$ cat src/rtl/cpu_types_pkg.sv
// cpu_types_pkg: shared word, arbiter state and arbiter side types.
package cpu_types_pkg;
    localparam int WORD_W = 32;
    typedef logic [WORD_W-1:0] word_t;
    typedef enum logic [1:0] {IDLE, IBUSY, DBUSY} arb_state_t;
    typedef enum logic {SIDE_I, SIDE_D} arb_side_t;
endpackage

$ cat src/rtl/arb_timer.sv
// arb_timer: saturating busy-cycle counter; expired flags TIMEOUT reached (never when TIMEOUT=0).
module arb_timer #(
    parameter int TIMEOUT = 64
) (
    input  logic CLK,
    input  logic nRST,
    input  logic clr,
    input  logic en,
    output logic expired
);
    localparam int W = TIMEOUT > 0 ? $clog2(TIMEOUT + 1) : 1;
    logic [W-1:0] r_cnt;
    always_ff @(posedge CLK or negedge nRST) begin
        if (!nRST) r_cnt <= '0;
        else if (clr) r_cnt <= '0;
        else if (en && r_cnt != W'(TIMEOUT)) r_cnt <= r_cnt + 1'b1;
    end
    assign expired = (TIMEOUT != 0) && (r_cnt == W'(TIMEOUT));
endmodule

$ cat src/rtl/mem_arbiter.sv
// mem_arbiter: serialises instruction and data accesses onto the single RAM port.
// Define ARB_RR_EN for round-robin arbitration instead of fixed data priority.
module mem_arbiter
    import cpu_types_pkg::*;
#(
    parameter int DATA_W  = 32,
    parameter int TIMEOUT = 64
) (
    input  logic              CLK,
    input  logic              nRST,
    input  logic              iREN,
    input  logic [DATA_W-1:0] iaddr,
    output logic [DATA_W-1:0] iload,
    output logic              ihit,
    input  logic              dREN,
    input  logic              dWEN,
    input  logic [DATA_W-1:0] daddr,
    input  logic [DATA_W-1:0] dstore,
    output logic [DATA_W-1:0] dload,
    output logic              dhit,
    output logic              ramREN,
    output logic              ramWEN,
    output logic [DATA_W-1:0] ramaddr,
    output logic [DATA_W-1:0] ramstore,
    input  logic [DATA_W-1:0] ramload,
    input  logic              ramready,
    input  logic              ramerr,
    output logic              arb_err
);
    arb_state_t        r_state, w_next;
    logic [DATA_W-1:0] r_addr, r_store, r_iload, r_dload;
    logic              r_wr, r_ihit, r_dhit, r_err;
    logic              w_busy, w_arb, w_grant_d, w_grant_i, w_expired, w_abort, w_done;

    assign w_busy = r_state != IDLE;
    // The cycle carrying a hit/err pulse never arbitrates, so the requester can drop first.
    assign w_arb  = (r_state == IDLE) && !(r_ihit || r_dhit || r_err);
`ifdef ARB_RR_EN
    arb_side_t r_last;
    assign w_grant_d = w_arb && (dREN || dWEN) && (!iREN || r_last == SIDE_I);
    always_ff @(posedge CLK or negedge nRST) begin
        if (!nRST) r_last <= SIDE_I;
        else if (w_grant_d || w_grant_i) r_last <= w_grant_d ? SIDE_D : SIDE_I;
    end
`else
    assign w_grant_d = w_arb && (dREN || dWEN);
`endif
    assign w_grant_i = w_arb && iREN && !w_grant_d;
    assign w_abort   = w_busy && (ramerr || w_expired);
    assign w_done    = w_busy && ramready && !w_abort;

    arb_timer #(.TIMEOUT(TIMEOUT)) u_timer (
        .CLK    (CLK),
        .nRST   (nRST),
        .clr    (!w_busy),
        .en     (w_busy),
        .expired(w_expired)
    );

    always_comb begin
        w_next = r_state;
        w_next = w_grant_d ? DBUSY : w_grant_i ? IBUSY : (w_abort || w_done) ? IDLE : r_state;
    end

    always_ff @(posedge CLK or negedge nRST) begin
        if (!nRST) begin
            r_state <= IDLE;
            r_addr  <= '0;
            r_store <= '0;
            r_wr    <= 1'b0;
            r_iload <= '0;
            r_dload <= '0;
            r_ihit  <= 1'b0;
            r_dhit  <= 1'b0;
            r_err   <= 1'b0;
        end else begin
            r_state <= w_next;
            r_ihit  <= w_done && r_state == IBUSY;
            r_dhit  <= w_done && r_state == DBUSY;
            r_err   <= w_abort;
            if (w_done && r_state == IBUSY) r_iload <= ramload;
            if (w_done && r_state == DBUSY && !r_wr) r_dload <= ramload;
            if (w_grant_d || w_grant_i) begin
                r_addr  <= w_grant_d ? daddr : iaddr;
                r_store <= w_grant_d ? dstore : '0;
                r_wr    <= w_grant_d && dWEN;
            end
        end
    end

    assign ramREN   = w_busy && !r_wr;
    assign ramWEN   = w_busy && r_wr;
    assign ramaddr  = w_busy ? r_addr : '0;
    assign ramstore = w_busy ? r_store : '0;
    assign iload    = r_iload;
    assign dload    = r_dload;
    assign ihit     = r_ihit;
    assign dhit     = r_dhit;
    assign arb_err  = r_err;
endmodule

$ cat config.mk
export PLATFORM = sky130hd
export DESIGN_NAME = mem_arbiter
export DESIGN_NICKNAME = d
export VERILOG_FILES = /design/src/rtl/cpu_types_pkg.sv /design/src/rtl/arb_timer.sv /design/src/rtl/mem_arbiter.sv
export SDC_FILE = /design/constraint.sdc
export NUM_CORES = 1
export LEC_CHECK = 0
export ABC_AREA = 0
export BUFFER_PORTS_ARGS = -buffer_cell sky130_fd_sc_hd__buf_4
export CAP_MARGIN = 5
export CORE_MARGIN = 4
export CORE_UTILIZATION = 28
export CTS_CLUSTER_DIAMETER = 50
export DETAILED_ROUTE_END_ITERATION = 10
export HOLD_SLACK_MARGIN = 0.12
export SKIP_CTS_REPAIR_TIMING = 1
export SLEW_MARGIN = 20
export SYNTH_ARGS = -nofsm -noshare
export SYNTH_HDL_FRONTEND = slang
export SYNTH_SLANG_ARGS = --single-unit
$ cat constraint.sdc
create_clock -name CLK -period 2.3 [get_ports CLK]
set_input_delay 0.115 -clock CLK [delete_from_list [all_inputs] [get_ports CLK]]
set_output_delay 0.115 -clock CLK [all_outputs]
set_load 0.03 [all_outputs]
==> results.sh, run 1 <==
export IMPL_numCtsBuffers=17
export IMPL_critical_path_arrival_ns=1.97
export IMPL_synthFlopType="dfrtp_1"
export IMPL_swShare=0.4214
export IMPL_hold_start="daddr[6]"
export IMPL_die_w_um=155.1
export IMPL_final_layout_size_suffix_gt1_frac=0.4441
export IMPL_whs_ns=0.09621
export IMPL_slew_headroom=0.4868
export IMPL_wl_per_cell_um=16.00
export IMPL_met2_wirelength_um=8915
export IMPL_combPwrFrac=0.543
export IMPL_critPathRequiredTime_ns=2.18
export IMPL_tritoncts="done"
export IMPL_path_clk_slew_ns=0.06
export IMPL_ys_top_cells_by_count="dfrtp_1 (141), nor2b_1 (65), a22o_1 (33), a2bb2oi_1 (32), o22ai_1 (32)"
export IMPL_p_leak_nw=4.855
export IMPL_gp_congestion=0.7551
export IMPL_synthMostInstantiatedCell="dfrtp_1"
export IMPL_rr_startpoint="u_timer.r_cnt[0]$_DFFE_PN0P_"
export IMPL_startpoint="r_state[1]$_DFFE_PN0P_"
export IMPL_r2r_end="iload[1]$_DFFE_PN0P_"
export IMPL_grt_max_degree=75
export IMPL_totalPowerFinal_mw=15.21
export IMPL_num_rows=53
export IMPL_syn_inst=449
export IMPL_power_frac_clock=0.175
export IMPL_yosys_cell_types_count=40
export IMPL_syn_nets=586
export IMPL_finalSetupViolCount=0
export IMPL_antenna_cells=0
export IMPL_fin_nets=982
export IMPL_fin_ws_ns=0.2181
export IMPL_track_usage=0.1372
export IMPL_finalCritPeriodShare=0.9052
export IMPL_status="complete, no violations"
export IMPL_endpoint_kind="output port"
export IMPL_path_class="flip-flop to output port"
export IMPL_min_path_cells=3
export IMPL_place_hpwl_um=11770
export IMPL_routed_wl_um=18130
export IMPL_synthesis_area_um2=6058
export IMPL_pre_cts_ws_ns=0.2895
export IMPL_start_util=0.2864
export IMPL_intPower_mw=8.800
export IMPL_core_area_um2=21150
export IMPL_antenna_left=0
export IMPL_vias_per_cell=4.471
export IMPL_synth_top_area_cell="dfrtp_1"
export IMPL_p_per_area_nw_per_um2=1481
export IMPL_rsz0062_at_grt="no"
export IMPL_min_period_ns=2.082
export IMPL_reg2regPathDepth=6
export IMPL_crit_path_max_fanout=74
export IMPL_syn_avg_cell_area_um2=13.49
export IMPL_die_h_um=155.1
export IMPL_grt_pass1_vias=4705
export IMPL_setup_tns_ns=0
export IMPL_grt_pass1_wl_um=26160
export IMPL_ys_seq_area_frac=0.5824
export IMPL_first_pass_iters=4
export IMPL_wl_met3_um=1199
export IMPL_vdd_drop_max_mv=0.8097
export IMPL_p_seq_frac=0.282
export IMPL_synth_edf_count=0
export IMPL_cts_sinks=141
export IMPL_dr_first_iter_drc_count=221
export IMPL_holdPathEnd="r_addr[6]$_DFFE_PN0P_"
export IMPL_wl_met1_um=7713
export IMPL_vias=5066
export IMPL_critPathLaunchType="flip-flop"
export IMPL_synthArstFlopShare=1.000
export IMPL_max_freq_mhz=480.3
export IMPL_cts_htree_levels=4
export IMPL_cts_buffer_depth=2
export IMPL_final_max_slew_viol_count=0
export IMPL_synth_top_area_frac=0.5824
export IMPL_netSwitchingPower_mw=6.409
export IMPL_hp_class="input port to flip-flop"
export IMPL_ys_top_cells_by_area="dfrtp_1 (58%), mux2_4 (7.2%), nor2b_1 (6.7%)"
export IMPL_die_area_um2=24050
export IMPL_cts_root_buffer="clkbuf_16"
export IMPL_drc_errors=0
export IMPL_hold_viol=0
export IMPL_clock_skew_final_ns=0.007793
export IMPL_grt_overflow=0
export IMPL_io_buffers=267
export IMPL_io_pins=268
export IMPL_ys_ff_latch=141
export IMPL_synth_warnings=0
export IMPL_r2r_slack_ns=0.29
export IMPL_insertion_delay_ns=0.41
export IMPL_worst_slew_pin_slew_ns=0.7698
export IMPL_antenna_found_initial=0
export IMPL_synthToLayoutAreaGrowth_pct=69.47
export IMPL_top_layer="met4"
export IMPL_max_cap_viol_count=0
==> power by group through the flow <==
stage / clock network [mW] / registers (mW) / logic [mW]
global route: 2.88 / 4.43 / 8.74
detailed placement: 0 / 4.28 / 8.13
floorplan: 0 / 5.27 / 4.20
finish: 2.66 / 4.28 / 8.26
CTS: 2.75 / 4.28 / 8.14
global placement: 0 / 4.29 / 8.08
==> cell families (layout without fill, tap and decap cells) <==
family / count (synthesis) / count (layout) / share of synthesized area
compound gates: 104 / 104 / 0.1382
xor+xnor: 5 / 5 / 0.007228
fa+ha+maj: 2 / 2 / 0.004130
buf+inv: 38 / 447 / 0.03449
flops: 141 / 141 / 0.5824
mux: 65 / 65 / 0.1386
simple gates: 94 / 94 / 0.09501
==> stage by stage <==
step | utilization | cells | area (um2)
floorplan | - | 449 | 6058
global placement | 0.3954 | 968 | 8364
detailed placement | 0.3954 | 968 | 8364
CTS | 0.4224 | 1000 | 8936
global route | 0.4854 | 1133 | 10270
finish | 0.4854 | 1133 | 10270
==> area by class of cell <==
class / instances / area [um2]
Fill cell: 1850 / 10890
Clock inverter: 15 / 146.4
Clock buffer: 17 / 425.4
Tap cell: 275 / 344.1
Sequential cell: 141 / 3528
Inverter: 3 / 11.26
Multi-Input combinational cell: 270 / 2345
Timing Repair Buffer: 412 / 3467
==> state kept, by name (all words and copies together), names as in the netlist <==
register       count
r_store           32
dhit               1
r_wr               1
r_state            2
u_timer.r_cnt      7
dload             32
r_addr            32
ihit               1
iload             32
arb_err            1
==> layer usage <==
layer | vias to the layer above | track usage
met1 | 2440 | 0.1758
met2 | 163 | 0.2181
li1 | 2438 | -
met3 | 25 | 0.04618
met5 | - | 0
met4 | 0 | 0.04668
==> worst max-delay path by stage <==
stage	end	slack [ns]	cells past startpoint
3_3_place_gp	iload[1]$_DFFE_PN0P_	0.31	6
4_1_cts	ramstore[22]	0.13	4
5_1_grt	ramaddr[14]	0.04	4
6_report	ramstore[2]	0.22	4
2_1_floorplan	iload[10]$_DFFE_PN0P_	0.51	7
3_5_place_dp	iload[1]$_DFFE_PN0P_	0.29	6
==> critical path, cell delays in order, from the launching register on <==
cell and delay, ns:
dfrtp_1 0.43, nor2_4 0.13, buf_4 0.63, nor2b_1 0.14, buf_4 0.21
==> layout by cell type, fill, tap and decap left out, drive strengths merged, types with 2 or more instances in the layout <==
cell type    netlist  routed
mux2              64      64
a22o              33      33
clkinvlp           0       4
ha                 2       2
inv                3       5
dlygate4sd3        0     133
clkinv             0       7
a2bb2oi           32      32
dfrtp            141     141
nand3              5       5
bufinv             0       2
o22ai             32      32
xor2               4       4
clkbuf            14      17
nor2              13      13
buf               21     279
and4b              2       2
nor2b             65      65
o21ai              2       2
Note: power is estimated with default switching activity, not from simulation.
==> run 2, diff against run 1 <==
--- a/config.mk
+++ b/config.mk
@@ -10,7 +10,9 @@
 export CAP_MARGIN = 5
 export CORE_MARGIN = 4
 export CORE_UTILIZATION = 28
+export CTS_BUF_LIST = sky130_fd_sc_hd__clkbuf_8
 export CTS_CLUSTER_DIAMETER = 50
+export CTS_CLUSTER_SIZE = 30
 export DETAILED_ROUTE_END_ITERATION = 10
 export HOLD_SLACK_MARGIN = 0.12
 export SKIP_CTS_REPAIR_TIMING = 1
==> run 2 against run 1 <==
Compared with the run above:
- largest cell class unchanged
- clock skew rose by 0.0025 ns
- via count is 0.36% higher
- fmax grew 2.8%
- cell area is 1.7% lower
- combinational power hardly changed
- worst hold slack improved by 0.12 ns
- highest routed layer unchanged
- global-route usage barely moved
- wire length is essentially flat
- final cell count barely moved
- count of clock-buffer cells in the layout did not move
- clock power shrank 27%
==> results.sh, run 2 (synthesized netlist as in run 1, its figures left out) <==
export IMPL_intPower_mw=8.169
export IMPL_numCtsBuffers=17
export IMPL_worst_slew_pin_slew_ns=0.5798
export IMPL_finalSetupViolCount=0
export IMPL_core_area_um2=21150
export IMPL_path_class="flip-flop to flip-flop"
export IMPL_final_common_cell="buf_4"
export IMPL_hold_viol=0
export IMPL_grt_pass1_vias=4732
export IMPL_max_cap_viol_count=0
export IMPL_tritoncts="done"
export IMPL_cts_sinks=141
export IMPL_num_rows=53
export IMPL_antenna_cells=0
export IMPL_cts_root_buffer="clkbuf_8"
export IMPL_grt_pass1_wl_um=26120
export IMPL_min_period_ns=2.025
export IMPL_synthToLayoutAreaGrowth_pct=66.54
export IMPL_combPwrFrac=0.571
export IMPL_track_usage=0.1369
export IMPL_die_area_um2=24050
export IMPL_swShare=0.4366
export IMPL_final_max_slew_viol_count=0
export IMPL_netSwitchingPower_mw=6.329
export IMPL_final_layout_size_suffix_gt1_frac=0.4435
export IMPL_drc_errors=0
export IMPL_clock_skew_final_ns=0.01034
export IMPL_path_clk_slew_ns=0.09
export IMPL_fin_nets=983
export IMPL_finalCritPeriodShare=0.8806
export IMPL_routed_wl_um=18120
export IMPL_n_fill_cell=1868
export IMPL_place_hpwl_um=11770
export IMPL_critical_path_arrival_ns=2.35
export IMPL_grt_overflow=0
export IMPL_wl_per_cell_um=15.98
export IMPL_insertion_delay_ns=0.44
export IMPL_start_util=0.2864
export IMPL_hp_class="input port to asynchronous set/reset pin"
export IMPL_die_h_um=155.1
export IMPL_critPathLaunchType="flip-flop"
export IMPL_cts_buffer_depth=2
export IMPL_power_frac_clock=0.134
export IMPL_grt_max_degree=75
export IMPL_die_w_um=155.1
export IMPL_critPathRequiredTime_ns=2.62
export IMPL_p_seq_frac=0.295
export IMPL_io_pins=268
export IMPL_slew_headroom=0.6135
export IMPL_vias=5084
export IMPL_endpoint_kind="flip-flop"
export IMPL_status="complete, no violations"
export IMPL_p_per_area_nw_per_um2=1437
export IMPL_gp_congestion=0.7551
export IMPL_p_leak_nw=4.773
export IMPL_dr_first_iter_drc_count=252
export IMPL_vdd_drop_max_mv=0.7665
export IMPL_final_cell_mix="buf_4 (274), dfrtp_1 (141), dlygate4sd3_1 (134)"
export IMPL_crit_path_max_fanout=33
export IMPL_totalPowerFinal_mw=14.50
export IMPL_antenna_left=0
export IMPL_max_freq_mhz=493.8
export IMPL_vias_per_cell=4.483
export IMPL_setup_tns_ns=0
export IMPL_first_pass_iters=4
export IMPL_rsz0062_at_grt="no"
export IMPL_cts_htree_levels=4
export IMPL_antenna_found_initial=0
export IMPL_io_buffers=267
==> run 2: cell count changes in the layout (fill, tap and decap cells not counted) <==
cell	previous run	this run
clkbuf_16	17	0
dlygate4sd3_1	133	134
clkbuf_8	0	17
buf_4	275	274
buf_6	1	2
==> run 2: metrics by stage <==
stage | cells | util | cell area, um2 | setup WS, ns | hold WS (ns)
after floorplan | 449 | - | 6058 | 0.5078 | -0.1806
after global placement | 968 | 0.3954 | 8364 | 0.3134 | 0.1370
after detailed placement | 968 | 0.3954 | 8364 | 0.2895 | 0.1352
after CTS | 1000 | 0.4134 | 8745 | 0.07690 | -0.3751
after global routing | 1134 | 0.4770 | 10090 | 0.1577 | 0.2312
final | 1134 | 0.4770 | 10090 | 0.2747 | 0.2131
==> run 2: routing by layer <==
metal,track usage,vias up,share of wire
met2,0.2197,165,0.49
met3,0.05035,26,0.067
met1,0.1746,2463,0.42
li1,-,2430,-
met5,0,-,0
met4,0.03785,0,0.017
==> run 2: cell type report <==
cell class	count	area, um2	share of cell area
clock buffer	17	234.0	0.02319
clock inverter	15	146.4	0.01451
inverter	3	11.26	0.001116
multi-input combinational	270	2345	0.2324
sequential	141	3528	0.3497
tap	275	344.1	0.03410
timing repair buffer	413	3481	0.3450
==> run 2: critical path, cell delays in order, from the launching register on <==
cell	delay [ns]
dfrtp_1	0.43
inv_1	0.06
ha_1	0.24
a41oi_4	0.23
and4b_2	0.30
buf_12	0.24
mux2_2	0.37
==> run 2: power groups by stage <==
| stage | Clock, mW | Sequential, mW | Combinational (mW) |
|---|---|---|---|
| after global placement | 0 | 4.29 | 8.08 |
| after detailed placement | 0 | 4.28 | 8.13 |
| final | 1.95 | 4.27 | 8.28 |
| after global routing | 2.15 | 4.42 | 8.75 |
| after CTS | 2.03 | 4.27 | 8.14 |
| after floorplan | 0 | 5.27 | 4.20 |
==> run 2: final timing paths <==
path / start / to / slack (ns) / depth (start not counted)
max in group asynchronous: nRST / iload[31]$_DFFE_PN0P_ / 1.39 / 3
worst min-delay path: nRST / r_addr[22]$_DFFE_PN0P_ / 0.21 / 2
worst max register to register: u_timer.r_cnt[0]$_DFFE_PN0P_ / iload[1]$_DFFE_PN0P_ / 0.27 / 6
worst min register to register: r_store[30]$_DFFE_PN0P_ / r_store[30]$_DFFE_PN0P_ / 0.49 / 1
min in group CLK: dstore[13] / r_store[13]$_DFFE_PN0P_ / 0.44 / 3
worst max-delay path: u_timer.r_cnt[0]$_DFFE_PN0P_ / iload[1]$_DFFE_PN0P_ / 0.27 / 6
